### src/rtl/cpu_run_ctrl.sv
`default_nettype none
// ============================================================================
//  Module   : cpu_run_ctrl
//  Purpose  : Run controller for the on-board 6502 core. Holds the core in
//             reset, then generates a prescaled core clock for a bounded
//             number of half-periods. Supports pause, single-cycle step and
//             an optional address breakpoint. Latches the core debug byte
//             onto the LED bank on every falling core-clock toggle.
//  Options  : CPU_RUN_BREAKPOINT_EN - when defined, the address breakpoint
//             is active. When undefined, bp_en/bp_addr/addr_bus are ignored
//             and bp_hit stays 0.
//  Revision : 1.0 - initial release
// ============================================================================
module cpu_run_ctrl #(
   parameter int RESET_HOLD = 100,  // CLK cycles of core reset before running
   parameter int RUN_HALF   = 520,  // cpu_clk toggles per run (even, >= 2)
   parameter int PRESCALE   = 1,    // CLK cycles per cpu_clk half-period
   parameter int CW         = 32    // counter width
) (
   input  logic          CLK,
   input  logic          R,
   input  logic          go,
   input  logic          pause,
   input  logic          step,
   input  logic          bp_en,
   input  logic [15:0]   bp_addr,
   input  logic [15:0]   addr_bus,
   input  logic [7:0]    op,
   output logic          cpu_clk,
   output logic          cpu_res,
   output logic [2:0]    state,
   output logic [CW-1:0] half_cnt,
   output logic          done,
   output logic          bp_hit,
   output logic [7:0]    led
);

   // ------------------------------------------------------------------
   // State encoding (values are visible on the state port)
   // ------------------------------------------------------------------
   localparam logic [2:0] ST_IDLE  = 3'd0;
   localparam logic [2:0] ST_HOLD  = 3'd1;
   localparam logic [2:0] ST_RUN   = 3'd2;
   localparam logic [2:0] ST_PAUSE = 3'd3;
   localparam logic [2:0] ST_STEP  = 3'd4;
   localparam logic [2:0] ST_DONE  = 3'd5;

   // Terminal counts, sized to the counter width
   localparam logic [CW-1:0] HOLD_LAST = CW'(RESET_HOLD - 1);
   localparam logic [CW-1:0] PRE_LAST  = CW'(PRESCALE - 1);
   localparam logic [CW-1:0] HALF_END  = CW'(RUN_HALF);
   localparam logic [CW-1:0] CNT_ONE   = CW'(1);

   // ------------------------------------------------------------------
   // Registers
   // ------------------------------------------------------------------
   logic [2:0]    state_q,    state_d;
   logic          cpu_clk_q,  cpu_clk_d;
   logic          cpu_res_q,  cpu_res_d;
   logic [CW-1:0] half_cnt_q, half_cnt_d;
   logic          done_q,     done_d;
   logic          bp_hit_q,   bp_hit_d;
   logic [7:0]    led_q,      led_d;
   logic [CW-1:0] pre_q,      pre_d;       // prescaler
   logic [CW-1:0] hold_q,     hold_d;      // reset-hold counter
   logic          step_cnt_q, step_cnt_d;  // toggles already issued in STEP
   logic          first_q,    first_d;     // next RUN tick is the first after PAUSE
   logic          arm_q,      arm_d;       // pause seen high while in PAUSE

   // ------------------------------------------------------------------
   // Combinational helpers
   // ------------------------------------------------------------------
   logic          in_clocked;  // RUN or STEP: prescaler is running
   logic          tick;        // prescaler terminal count this cycle
   logic          toggle;      // issue one cpu_clk half-period this cycle
   logic [CW-1:0] half_next;   // half_cnt after a toggle
   logic          bp_match;    // breakpoint address match

`ifdef CPU_RUN_BREAKPOINT_EN
   assign bp_match = bp_en && (addr_bus == bp_addr);
`else
   // Breakpoint compiled out: inputs stay on the port list but the match
   // is forced low so rule (b) can never fire.
   assign bp_match = 1'b0 & bp_en & (addr_bus == bp_addr);
`endif

   assign in_clocked = (state_q == ST_RUN) || (state_q == ST_STEP);
   assign tick       = in_clocked && (pre_q == PRE_LAST);
   assign half_next  = half_cnt_q + CNT_ONE;

   // Next-state logic for the controller FSM, counters and output registers
   always_comb begin
      state_d    = state_q;
      cpu_clk_d  = cpu_clk_q;
      cpu_res_d  = cpu_res_q;
      half_cnt_d = half_cnt_q;
      done_d     = done_q;
      bp_hit_d   = bp_hit_q;
      led_d      = led_q;
      hold_d     = hold_q;
      step_cnt_d = step_cnt_q;
      first_d    = first_q;
      arm_d      = arm_q;
      toggle     = 1'b0;

      // Prescaler: free-runs in RUN/STEP, wraps on tick, and sits at zero in
      // every other state so that entry to RUN or STEP always starts from 0.
      if (tick) begin
         pre_d = '0;
      end else if (in_clocked) begin
         pre_d = pre_q + CNT_ONE;
      end else begin
         pre_d = '0;
      end

      case (state_q)
         ST_IDLE: begin
            if (go) begin
               state_d = ST_HOLD;
               hold_d  = '0;
            end
         end

         ST_HOLD: begin
            cpu_res_d = 1'b1;
            cpu_clk_d = 1'b0;
            if (hold_q == HOLD_LAST) begin
               state_d = ST_RUN;
               first_d = 1'b0;
            end else begin
               hold_d = hold_q + CNT_ONE;
            end
         end

         ST_RUN: begin
            if (tick) begin
               // Any tick consumes the post-resume breakpoint exemption
               first_d = 1'b0;
               if (!cpu_clk_q && pause) begin
                  state_d = ST_PAUSE;
                  arm_d   = 1'b0;
               end else if (!cpu_clk_q && bp_match && !first_q) begin
                  state_d  = ST_PAUSE;
                  bp_hit_d = 1'b1;
                  arm_d    = 1'b0;
               end else begin
                  toggle = 1'b1;
               end
            end
         end

         ST_PAUSE: begin
            cpu_clk_d = 1'b0;
            // A breakpoint pause needs pause to be raised and released
            if (pause) begin
               arm_d = 1'b1;
            end
            if (step) begin
               state_d    = ST_STEP;
               step_cnt_d = 1'b0;
            end else if (!pause && (!bp_hit_q || arm_q)) begin
               state_d  = ST_RUN;
               bp_hit_d = 1'b0;
               first_d  = 1'b1;
            end
         end

         ST_STEP: begin
            // Exactly two toggles, pause and breakpoint not consulted
            if (tick) begin
               toggle = 1'b1;
               if (step_cnt_q) begin
                  state_d = ST_PAUSE;
                  arm_d   = 1'b0;
               end else begin
                  step_cnt_d = 1'b1;
               end
            end
         end

         ST_DONE: begin
            if (go) begin
               state_d    = ST_HOLD;
               hold_d     = '0;
               half_cnt_d = '0;
               done_d     = 1'b0;
               bp_hit_d   = 1'b0;
               cpu_res_d  = 1'b1;
            end
         end

         default: begin
            state_d = ST_IDLE;
         end
      endcase

      // Rule (c): toggle the core clock. Budget exhaustion overrides any
      // state chosen above; RUN_HALF is even so DONE always sees cpu_clk=0.
      if (toggle) begin
         cpu_clk_d  = ~cpu_clk_q;
         half_cnt_d = half_next;
         cpu_res_d  = 1'b0;
         if (cpu_clk_q) begin
            led_d = op;
         end
         if (half_next == HALF_END) begin
            state_d = ST_DONE;
            done_d  = 1'b1;
         end
      end
   end

   // State and output registers with synchronous active-high reset
   always_ff @(posedge CLK) begin
      if (R) begin
         state_q    <= ST_IDLE;
         cpu_clk_q  <= 1'b0;
         cpu_res_q  <= 1'b1;
         half_cnt_q <= '0;
         done_q     <= 1'b0;
         bp_hit_q   <= 1'b0;
         led_q      <= 8'h00;
         pre_q      <= '0;
         hold_q     <= '0;
         step_cnt_q <= 1'b0;
         first_q    <= 1'b0;
         arm_q      <= 1'b0;
      end else begin
         state_q    <= state_d;
         cpu_clk_q  <= cpu_clk_d;
         cpu_res_q  <= cpu_res_d;
         half_cnt_q <= half_cnt_d;
         done_q     <= done_d;
         bp_hit_q   <= bp_hit_d;
         led_q      <= led_d;
         pre_q      <= pre_d;
         hold_q     <= hold_d;
         step_cnt_q <= step_cnt_d;
         first_q    <= first_d;
         arm_q      <= arm_d;
      end
   end

   assign cpu_clk  = cpu_clk_q;
   assign cpu_res  = cpu_res_q;
   assign state    = state_q;
   assign half_cnt = half_cnt_q;
   assign done     = done_q;
   assign bp_hit   = bp_hit_q;
   assign led      = led_q;

endmodule
`default_nettype wire

### config.mk
export PLATFORM = sky130hd
export DESIGN_NAME = cpu_run_ctrl
export DESIGN_NICKNAME = d
export VERILOG_FILES = /design/src/rtl/cpu_run_ctrl.sv
export SDC_FILE = /design/constraint.sdc
export NUM_CORES = 1
export LEC_CHECK = 0
export BUFFER_PORTS_ARGS = -buffer_cell sky130_fd_sc_hd__buf_4
export CORE_ASPECT_RATIO = 2
export CORE_MARGIN = 4
export CORE_UTILIZATION = 46
export CTS_CLUSTER_DIAMETER = 40
export DETAILED_ROUTE_END_ITERATION = 10
export PLACE_DENSITY = 0.69
export SKIP_CTS_REPAIR_TIMING = 1
export SLEW_MARGIN = 20
export SYNTH_ARGS = -nofsm -noshare
export SYNTH_HDL_FRONTEND = slang
export SYNTH_SLANG_ARGS = --single-unit
export TNS_END_PERCENT = 10
### constraint.sdc
create_clock -name CLK -period 2.38 [get_ports CLK]
set_input_delay 0.238 -clock CLK [delete_from_list [all_inputs] [get_ports CLK]]
set_output_delay 0.238 -clock CLK [all_outputs]
set_load 0.02 [all_outputs]
==> impl_metrics.sql, run 1 <==
INSERT INTO impl_metrics (metric_group, metric, value, unit) VALUES
('synthesis', 'post-synth-top-area-fraction', '35.9', '%'),
('route', 'drt-total-wl', '18500', 'um'),
('synthesis', 'yosysWarningCount', '0', ''),
('synthesis', 'edff_count_synth', '0', ''),
('worst_setup_path', 'timing.critical_path.slowest_stage_cell', 'or4b_2', ''),
('final_layout', 'num_antenna_cells', '0', ''),
('timing', 'timing_worst_slew_pin_value', '749', 'ps'),
('place', 'gpl.final_weighted_congestion', '0.937', ''),
('route', 'wl_met2', '10300', 'um'),
('timing', 'fin_crit_share', '97.8', '%'),
('route', 'met3_length', '666', 'um'),
('pwr', 'cellLeakagePower', '0.00269', 'uW'),
('clock_tree', 'ctsLongestPathBuffers', '2', ''),
('timing', 'setup_violations', '0', ''),
('clock_tree', 'cts_made_buffers', '9', ''),
('global_route', 'grt_overflow', '0', ''),
('clock_tree', 'clock_latency_at_the_later_pin_of_the_worst_skew_pair', '350', 'ps'),
('floorplan', 'core.rowCount', '59', ''),
('worst_setup_path', 'cp.arrival', '2610', 'ps'),
('worst_setup_path', 'worst-endpoint-required', '2670', 'ps'),
('worst_setup_path', 'r2r_start', 'pre_q[0]', ''),
('route', 'drt-pass1-iter-count', '5', ''),
('synthesis', 'synthMostInstantiatedCell', 'dfxtp_1', ''),
('place', 'portBuffers', '58', ''),
('synthesis', 'syn-cell-area', '6180', 'um^2'),
('pwr', 'vdd.ir_drop.worst', '400', 'uV'),
('synthesis', 'cell_type_with_the_largest_total_area_after_synthesis', 'dfxtp_1', ''),
('synthesis', 'synth_flop_cell', 'dfxtp_1', ''),
('floorplan', 'floorplan.core_area', '13100', 'um^2'),
('synthesis', 'syn_avg_cell_area', '7.80', 'um^2'),
('route', 'remaining_drcs', '0', ''),
('timing', 'relSlewSlack', '48.8', '%'),
('final_layout', 'n_fill_cell', '1176', ''),
('final_layout', 'final_cell_area', '7710', 'um^2'),
('timing', 'final-hold-violation-count', '0', ''),
('outcome', 'run_status', 'finished, final reports clean', ''),
('route', 'maxUsedRoutingLayer', 'met4', ''),
('place', 'placed_cell_area', '7340', 'um^2'),
('place', 'pre_cts_slack', '-137', 'ps'),
('worst_setup_path', 'worst_setup_start_kind', 'flip-flop', ''),
('route', 'routed_via_density', '6.21', ''),
('synthesis', 'yosysUniqueCellTypes', '64', ''),
('synthesis', 'ys_top_cells_by_count', 'dfxtp_1 (111), nor2_1 (82), a21oi_1 (60), nand2_1 (60), nand3_1 (50)', ''),
('clock_tree', 'clk_transition_reported_paths', '70', 'ps'),
('timing', 'setup_repair_after_global_routing_missed_its_margin', 'true', ''),
('timing', 'final.setup_skew', '12.3', 'ps'),
('synthesis', 'mappedNetlistNets', '843', ''),
('floorplan', 'io_pins', '93', ''),
('global_route', 'grt_util_all_layers', '23.3', '%'),
('route', 'drtIter0Drc', '473', ''),
('hold_path', 'min_path_type', 'in2reg', ''),
('clock_tree', 'cts_sinks', '111', ''),
('synthesis', 'synth.yosys.seq_area_share', '35.9', '%'),
('floorplan', 'floorplan.die.width', '90.0', 'um'),
('route', 'route.antenna.remaining_nets', '0', ''),
('timing', 'setup-tns-final', '0', 'ps'),
('global_route', 'grt_start_max_net_pins', '57', ''),
('hold_path', 'hold_path.startpoint', 'op[0]', ''),
('timing', 'maxClockFrequency', '429', 'MHz'),
('worst_setup_path', 'critical_path.reg2reg.endpoint', 'state[1]', ''),
('route', 'detail_route.wl_per_cell', '17.5', 'um'),
('hold_path', 'worst_hold_path.num_cells', '3', ''),
('synthesis', 'synth-seq-cells', '111', ''),
('final_layout', 'finish.net_count', '947', ''),
('timing', 'finalMaxSlewViolations', '0', ''),
('clock_tree', 'cts-htree-levels', '3', ''),
('final_layout', 'multiInputGateArea', '3790', 'um^2'),
('worst_setup_path', 'critPathMaxStageDelay', '630', 'ps'),
('timing', 'layout_setup_ws', '51.5', 'ps'),
('floorplan', 'initial_core_util', '47.3', '%'),
('final_layout', 'area_delta_synth_final', '24.7', '%');
==> kinds of logic (layout without fill, tap and decap cells) <==
group / count (synthesis) / count (layout) / share of synthesized area [%]
and+or+nand+nor: 372 / 372 / 32.2
adders and majority gates: 4 / 4 / 0.809
buffers and inverters: 73 / 182 / 4.79
AOI/OAI and AO/OA: 173 / 173 / 17.8
muxes: 4 / 4 / 0.647
xor gates and xnor gates: 55 / 55 / 7.79
other: 1 / 1 / 0.0606
DFF: 111 / 111 / 35.9
==> worst max-delay path, delay by kind of cell (launching register included) <==
| kind | cells | cell delay, ps |
|---|---|---|
| AOI/OAI and AO/OA | 2 | 320 |
| adders and majority gates | 1 | 150 |
| buffers and inverters | 1 | 50 |
| DFF | 1 | 310 |
| and+or+nand+nor | 4 | 1440 |
==> registers in the layout (all words and copies together), names as in the netlist <==
signal,count
cpu_clk,1
led,8
pre_q,32
state,3
cpu_res,1
hold_q,32
step_cnt_q,1
half_cnt,32
done,1
==> cells in the final DEF, fill, tap and decap left out, types with 18 or more instances in the layout <==
master	instances
nand4_1	31
a21oi_1	59
o21ai_0	31
nand2_1	60
and3_1	18
nor2_1	81
dfxtp_1	97
xor2_1	20
a211oi_1	21
nor3_1	28
xnor2_1	35
buf_4	148
nand3_1	50
==> area by class of cell <==
| cell class | instances | share of cell area (%) |
|---|---|---|
| clock buffer | 11 | 3.02 |
| inverter | 16 | 0.779 |
| tap | 152 | 2.47 |
| sequential | 111 | 29.2 |
| clock inverter | 5 | 0.470 |
| multi-input combinational | 609 | 49.2 |
| timing repair buffer | 150 | 14.9 |
==> metal layers <==
layer	track usage, %	vias to the layer above
li1	-	3119
met1	22.8	3172
met2	47.1	193
met3	2.74	64
met4	12.5	0
met5	0	-
==> where the power goes <==
| part | switching (uW) | leakage [uW] | internal, uW |
|---|---|---|---|
| sequential | 5.03 | 0.000902 | 1850 |
| combinational | 68.4 | 0.00167 | 35.4 |
| clock | 695 | 0.000122 | 715 |
| total | 768 | 0.00269 | 2600 |
==> worst max-delay path by stage <==
stage | cells after the start | startpoint | endpoint
after global routing | 8 | half_cnt[8] | done
after global placement | 7 | half_cnt[11] | state[0]
after CTS | 7 | half_cnt[11] | done
after floorplan | 8 | half_cnt[7] | state[1]
final | 8 | pre_q[0] | state[1]
after detailed placement | 7 | half_cnt[11] | done
==> metrics by stage <==
step           hold slack (ps)  total power, uW
2_1_floorplan              406             1960
3_3_place_gp               442             2000
3_5_place_dp               452             2000
4_1_cts                    163             3390
5_1_grt                    174             3480
6_report                   174             3370
Note: power is estimated with default switching activity, not from simulation.
==> run 2, diff against run 1 <==
--- a/config.mk
+++ b/config.mk
@@ -12,6 +12,7 @@
 export CTS_CLUSTER_DIAMETER = 40
 export DETAILED_ROUTE_END_ITERATION = 10
 export PLACE_DENSITY = 0.69
+export RECOVER_POWER = 50
 export SKIP_CTS_REPAIR_TIMING = 1
 export SLEW_MARGIN = 20
 export SYNTH_ARGS = -nofsm -noshare
==> run 2 against run 1 <==
Compared with the run above:
- first-iteration DRC count down 2.3%
- critical path depth unchanged
- core utilization down 1.1 points
- wire length about the same
- cell count unchanged
- flip-flop and latch count unchanged
- highest routed layer unchanged
==> impl_metrics.sql, run 2 (synthesis results as in run 1) <==
INSERT INTO impl_metrics (metric_group, metric, value, unit) VALUES
('final_layout', 'n_fill_cell', '1217', ''),
('timing', 'setup_violations', '0', ''),
('final_layout', 'final_standard_cell_utilization_of_the_core', '57.9', '%'),
('pwr', 'pwr_density_cell', '446', 'nW/um^2'),
('clock_tree', 'cts_made_buffers', '9', ''),
('route', 'drtIter0Drc', '462', ''),
('final_layout', 'area_delta_synth_final', '22.3', '%'),
('pwr', 'vdd.ir_drop.worst', '399', 'uV'),
('final_layout', 'layout_common_cells', 'buf_4 (109), dfxtp_1 (100), nor2_1 (81), nand2_1 (60), a21oi_1 (59)', ''),
('route', 'drt-total-wl', '18500', 'um'),
('clock_tree', 'clk_transition_reported_paths', '70', 'ps'),
('global_route', 'via_count_of_the_first_global_routing_pass', '6585', ''),
('timing', 'maxClockFrequency', '427', 'MHz'),
('timing', 'setup-tns-final', '0', 'ps'),
('worst_setup_path', 'worst-endpoint-required', '2670', 'ps'),
('clock_tree', 'cts_tree', 'yes', ''),
('worst_setup_path', 'critPathCaptureType', 'flip-flop', ''),
('run', 'drv_cap', '0', ''),
('route', 'drt-pass1-iter-count', '5', ''),
('final_layout', 'final-seq-area', '2250', 'um^2'),
('floorplan', 'initial_core_util', '47.3', '%'),
('worst_setup_path', 'cp.arrival', '2630', 'ps'),
('place', 'pre_cts_slack', '-137', 'ps'),
('clock_tree', 'cts_sinks', '111', ''),
('timing', 'timing_worst_slew_pin_value', '789', 'ps'),
('outcome', 'run_status', 'finished, final reports clean', ''),
('final_layout', 'drive_gt1_share', '18.6', '%'),
('final_layout', 'most_common_library_cell_in_the_layout_ignoring_fill_and_taps', 'buf_4', ''),
('final_layout', 'multiInputGateArea', '3790', 'um^2'),
('worst_setup_path', 'r2r_slack', '40', 'ps'),
('floorplan', 'io_pins', '93', ''),
('timing', 'relSlewSlack', '46.0', '%'),
('worst_setup_path', 'worst_setup_start_kind', 'flip-flop', ''),
('clock_tree', 'clock_latency_at_the_later_pin_of_the_worst_skew_pair', '350', 'ps'),
('final_layout', 'num_antenna_cells', '0', ''),
('clock_tree', 'cts-htree-levels', '3', ''),
('final_layout', 'finish.net_count', '947', ''),
('floorplan', 'die_height', '172', 'um'),
('timing', 'final.setup_skew', '14.2', 'ps'),
('floorplan', 'die_area', '15500', 'um^2'),
('global_route', 'grt_util_all_layers', '23.3', '%'),
('route', 'routed_via_density', '6.21', ''),
('route', 'remaining_drcs', '0', ''),
('global_route', 'grt_antenna_before_repair', '0', ''),
('timing', 'finalMaxSlewViolations', '0', ''),
('timing', 'fin_crit_share', '98.3', '%'),
('floorplan', 'core.rowCount', '59', ''),
('global_route', 'grt_first_pass_wirelength', '30200', 'um'),
('timing', 'final-hold-violation-count', '0', ''),
('route', 'route.antenna.remaining_nets', '0', ''),
('place', 'place_hpwl', '13500', 'um'),
('place', 'portBuffers', '58', ''),
('place', 'gpl.final_weighted_congestion', '0.937', ''),
('timing', 'layout_setup_ws', '40.0', 'ps'),
('hold_path', 'min_path_type', 'in2reg', ''),
('route', 'detail_route.wl_per_cell', '17.5', 'um'),
('clock_tree', 'cts-root-buf', 'clkbuf_16', ''),
('worst_setup_path', 'worstPathMaxFanout', '3', ''),
('clock_tree', 'ctsLongestPathBuffers', '2', ''),
('pwr', 'cellLeakagePower', '0.00252', 'uW'),
('global_route', 'grt_overflow', '0', ''),
('timing', 'setup_repair_after_global_routing_missed_its_margin', 'true', ''),
('global_route', 'grt_start_max_net_pins', '57', ''),
('timing', 'min_period', '2340', 'ps'),
('floorplan', 'floorplan.core_area', '13100', 'um^2'),
('worst_setup_path', 'path_class', 'reg2reg', ''),
('floorplan', 'floorplan.die.width', '90.0', 'um'),
('route', 'via_count', '6548', '');
run 2: cell types whose count changed in the layout (fill, tap and decap cells not counted), sizes merged:
| cell | before | now |
|---|---|---|
| buf | 150 | 111 |
| clkbuf | 11 | 50 |
run 2: per-stage QoR:
stage / instances / instance area [um^2] / hold WS (ps) / power [uW]
after global placement: 1037 / 7330 / 442 / 2000
after floorplan: 793 / 6260 / 406 / 1960
final: 1054 / 7560 / 177 / 3370
after CTS: 1053 / 7610 / 163 / 3390
after detailed placement: 1037 / 7340 / 452 / 2000
after global routing: 1054 / 7560 / 177 / 3480
run 2: worst paths after layout:
| path | startpoint | endpoint | cells past startpoint |
|---|---|---|---|
| worst max register to register | pre_q[0] | state[1] | 8 |
| worst min register to register | led[6] | led[6] | 2 |
| worst max-delay path | pre_q[0] | state[1] | 8 |
| worst min-delay path | op[0] | led[0] | 3 |
run 2: layout make-up:
type | count | area share [%]
Clock buffer | 11 | 3.08
Clock inverter | 5 | 0.480
Inverter | 16 | 0.794
Multi-Input combinational cell | 609 | 50.2
Sequential cell | 111 | 29.7
Tap cell | 152 | 2.51
Timing Repair Buffer | 150 | 13.3
run 2: critical path: stages (launching register included):
cell     delay (ps)
dfxtp_1         310
inv_1            50
ha_1            160
nor4b_1         250
nand4_1         190
or3_4           380
or4b_2          630
a21oi_2         170
o31a_1          150
run 2: power breakdown:
group	leakage (uW)	internal (uW)	total, uW	switching (uW)
Clock	0.000122	715	1410	695
Sequential	0.000901	1850	1860	5.08
Combinational	0.00150	34.2	103	68.8
run 2: metal layers:
layer | up-vias | track usage [%] | routed length, um
li1 | 3119 | - | -
met1 | 3160 | 22.8 | 6600
met2 | 206 | 47.1 | 10300
met3 | 63 | 2.74 | 741
met4 | 0 | 12.5 | 861
met5 | - | 0 | 0
==> run 3, diff against run 2 <==
--- a/config.mk
+++ b/config.mk
@@ -13,6 +13,7 @@
 export DETAILED_ROUTE_END_ITERATION = 10
 export PLACE_DENSITY = 0.69
 export RECOVER_POWER = 50
+export REMOVE_ABC_BUFFERS = 1
 export SKIP_CTS_REPAIR_TIMING = 1
 export SLEW_MARGIN = 20
 export SYNTH_ARGS = -nofsm -noshare
==> run 3 against run 2 <==
Compared with the run above:
- critical path depth is the same
- global-route usage grew 0.069 points
- sequential power about the same
- sequential share of layout area is 0.73 points lower
- core utilization is 1.1 points higher
- clock power increased by 11%
- clock skew down 2.6 ps
- non-clock buffer count is 4 higher
- register-to-register slack improved by 30 ps
- combinational power hardly changed
- die area is the same
- critical path type unchanged
- largest power group unchanged
==> impl_metrics.sql, run 3 (synthesis results as in run 1) <==
INSERT INTO impl_metrics (metric_group, metric, value, unit) VALUES
('worst_setup_path', 'critPathCaptureType', 'flip-flop', ''),
('pwr', 'p_int', '2740', 'uW'),
('pwr', 'vdd.ir_drop.worst', '315', 'uV'),
('route', 'routed_via_density', '6.16', ''),
('timing', 'timing_worst_slew_pin_value', '672', 'ps'),
('timing', 'setup_repair_after_global_routing_missed_its_margin', 'true', ''),
('run', 'drv_cap', '0', ''),
('global_route', 'grt_antenna_before_repair', '0', ''),
('worst_setup_path', 'crit_buf_inv', '1', ''),
('worst_setup_path', 'critical-path-top-delay-family', 'simple AND/OR/NAND/NOR gates', ''),
('pwr', 'power_switching', '786', 'uW'),
('floorplan', 'io_pins', '93', ''),
('floorplan', 'floorplan.die.width', '90.0', 'um'),
('floorplan', 'floorplan.core_area', '13100', 'um^2'),
('clock_tree', 'cts_tree', 'yes', ''),
('pwr', 'sequential_power_share', '52.8', '%'),
('place', 'portBuffers', '58', ''),
('timing', 'min_period', '2310', 'ps'),
('hold_path', 'min_to', 'led[0]', ''),
('clock_tree', 'ctsLongestPathBuffers', '2', ''),
('final_layout', 'layout_common_cells', 'buf_4 (106), dfxtp_1 (103), nor2_1 (81), nand2_1 (60), a21oi_1 (59)', ''),
('worst_setup_path', 'r2r_cells', '8', ''),
('clock_tree', 'cts-root-buf', 'clkbuf_16', ''),
('route', 'remaining_drcs', '0', ''),
('final_layout', 'final_cell_area', '7710', 'um^2'),
('place', 'placed_cell_area', '7260', 'um^2'),
('place', 'place_hpwl', '13300', 'um'),
('place', 'gpl.final_weighted_congestion', '0.918', ''),
('floorplan', 'die_height', '172', 'um'),
('route', 'detail_route.wl_per_cell', '17.5', 'um'),
('final_layout', 'area_delta_synth_final', '24.6', '%'),
('clock_tree', 'clk_transition_reported_paths', '80', 'ps'),
('global_route', 'grt_overflow', '0', ''),
('worst_setup_path', 'r2r_start', 'half_cnt[0]', ''),
('final_layout', 'drive_gt1_share', '19.3', '%'),
('hold_path', 'hold_path.startpoint', 'op[0]', ''),
('pwr', 'combinationalPowerShare', '2.9', '%'),
('timing', 'fin_crit_share', '97.3', '%'),
('pwr', 'p_clk_share', '44.3', '%'),
('global_route', 'grt_start_max_net_pins', '57', ''),
('worst_setup_path', 'cp.arrival', '2570', 'ps'),
('hold_path', 'worst_hold_path.num_cells', '3', ''),
('route', 'route.antenna.remaining_nets', '0', ''),
('timing', 'final.setup_skew', '11.6', 'ps'),
('clock_tree', 'clock_latency_at_the_later_pin_of_the_worst_skew_pair', '360', 'ps'),
('floorplan', 'initial_core_util', '47.3', '%'),
('worst_setup_path', 'critPathMaxStageDelay', '570', 'ps'),
('worst_setup_path', 'cpMostUsedCell', 'or4_4', ''),
('global_route', 'grt_first_pass_wirelength', '30100', 'um'),
('clock_tree', 'cts_made_buffers', '9', ''),
('final_layout', 'finish.net_count', '951', ''),
('worst_setup_path', 'r2r_slack', '70', 'ps'),
('final_layout', 'most_common_library_cell_in_the_layout_ignoring_fill_and_taps', 'buf_4', ''),
('timing', 'setup_violations', '0', ''),
('outcome', 'run_status', 'finished, final reports clean', ''),
('pwr', 'pwr_density_cell', '458', 'nW/um^2'),
('timing', 'relSlewSlack', '55.2', '%'),
('worst_setup_path', 'worst_path_cell_trace', 'ha_4, nand3_2, or4_4, or4_4, buf_4, nor2_1, a21oi_1, a311oi_1', ''),
('worst_setup_path', 'worstPathMaxFanout', '4', ''),
('pwr', 'sw_frac_of_total', '22.3', '%'),
('timing', 'setup-tns-final', '0', 'ps'),
('hold_path', 'min_path_type', 'in2reg', ''),
('timing', 'final-hold-violation-count', '0', ''),
('route', 'drtIter0Drc', '350', ''),
('worst_setup_path', 'worst_setup_start_kind', 'flip-flop', ''),
('floorplan', 'core.rowCount', '59', ''),
('worst_setup_path', 'worst-endpoint-required', '2640', 'ps'),
('worst_setup_path', 'critical_path.reg2reg.endpoint', 'half_cnt[30]', ''),
('clock_tree', 'cts-htree-levels', '3', ''),
('worst_setup_path', 'timing.critical_path.slowest_stage_cell', 'or4_4', ''),
('route', 'drt-total-wl', '18500', 'um'),
('worst_setup_path', 'path_class', 'reg2reg', ''),
('pwr', 'cellLeakagePower', '0.00258', 'uW'),
('floorplan', 'die_area', '15500', 'um^2'),
('final_layout', 'num_antenna_cells', '0', ''),
('clock_tree', 'cts_sinks', '111', ''),
('timing', 'maxClockFrequency', '432', 'MHz'),
('global_route', 'via_count_of_the_first_global_routing_pass', '6408', ''),
('route', 'drt-pass1-iter-count', '5', ''),
('route', 'via_count', '6512', ''),
('timing', 'finalMaxSlewViolations', '0', ''),
('global_route', 'grt_util_all_layers', '23.4', '%');
run 3: cell types whose count changed in the layout (fill, tap and decap cells not counted), moves of 2 or more:
cell	previous run	this run
dfxtp_1	100	103
clkinv_4	0	2
nor4b_2	0	2
clkbuf_16	9	11
dfxtp_4	4	0
nor4b_1	4	1
buf_6	0	2
clkinvlp_4	3	0
buf_4	109	106
run 3: area by class of cell:
class                      instances  area [um^2]
clock inverter                     5         65.1
multi-input combinational        609         3850
sequential                       111         2230
clock buffer                      10          239
tap                              152          190
timing repair buffer             154         1070
inverter                          16         60.1
fill                            1192         5360
run 3: stage by stage:
| stage | std cells | hold WS, ps | power (uW) | utilization, % | worst slack [ps] |
|---|---|---|---|---|---|
| after global routing | 1057 | 167 | 3640 | 59.0 | -48.0 |
| after global placement | 1035 | 441 | 2010 | 55.5 | 9.54 |
| final | 1057 | 165 | 3530 | 59.0 | 65.3 |
| after CTS | 1050 | 150 | 3560 | 57.9 | -153 |
| after floorplan | 736 | 307 | 1950 | - | -361 |
| after detailed placement | 1035 | 447 | 2010 | 55.5 | -102 |
run 3: worst max-delay path by stage:
stage                            from           end  slack, ps  cells past startpoint
after floorplan           half_cnt[9]      state[1]       -360                      6
after global placement    half_cnt[7]          done         10                      7
after detailed placement     pre_q[0]      state[2]       -100                      9
after CTS                    pre_q[0]      state[2]       -150                      9
after global routing         pre_q[1]  half_cnt[25]        -50                     10
final                     half_cnt[0]  half_cnt[30]         70                      8
run 3: power groups by stage:
stage | Sequential (uW) | Clock [uW] | Combinational (uW)
4_1_cts | 1860 | 1600 | 101
6_report | 1860 | 1560 | 103
2_1_floorplan | 1910 | 0 | 44.4
5_1_grt | 1860 | 1660 | 115
3_5_place_dp | 1910 | 0 | 101
3_3_place_gp | 1910 | 0 | 97.8
run 3: worst reg2reg max path, cell delays in order, from the launching register on:
cell	delay (ps)
dfxtp_2	360
ha_4	150
nand3_2	100
or4_4	570
or4_4	440
buf_4	150
nor2_1	130
a21oi_1	90
a311oi_1	240
run 3: routing by layer:
metal,vias up,routed length (um),global-route usage [%]
met1,3155,6810,23.7
li1,3140,-,-
met3,52,610,2.83
met2,165,10400,46.6
met4,0,694,11.6
met5,-,0,0
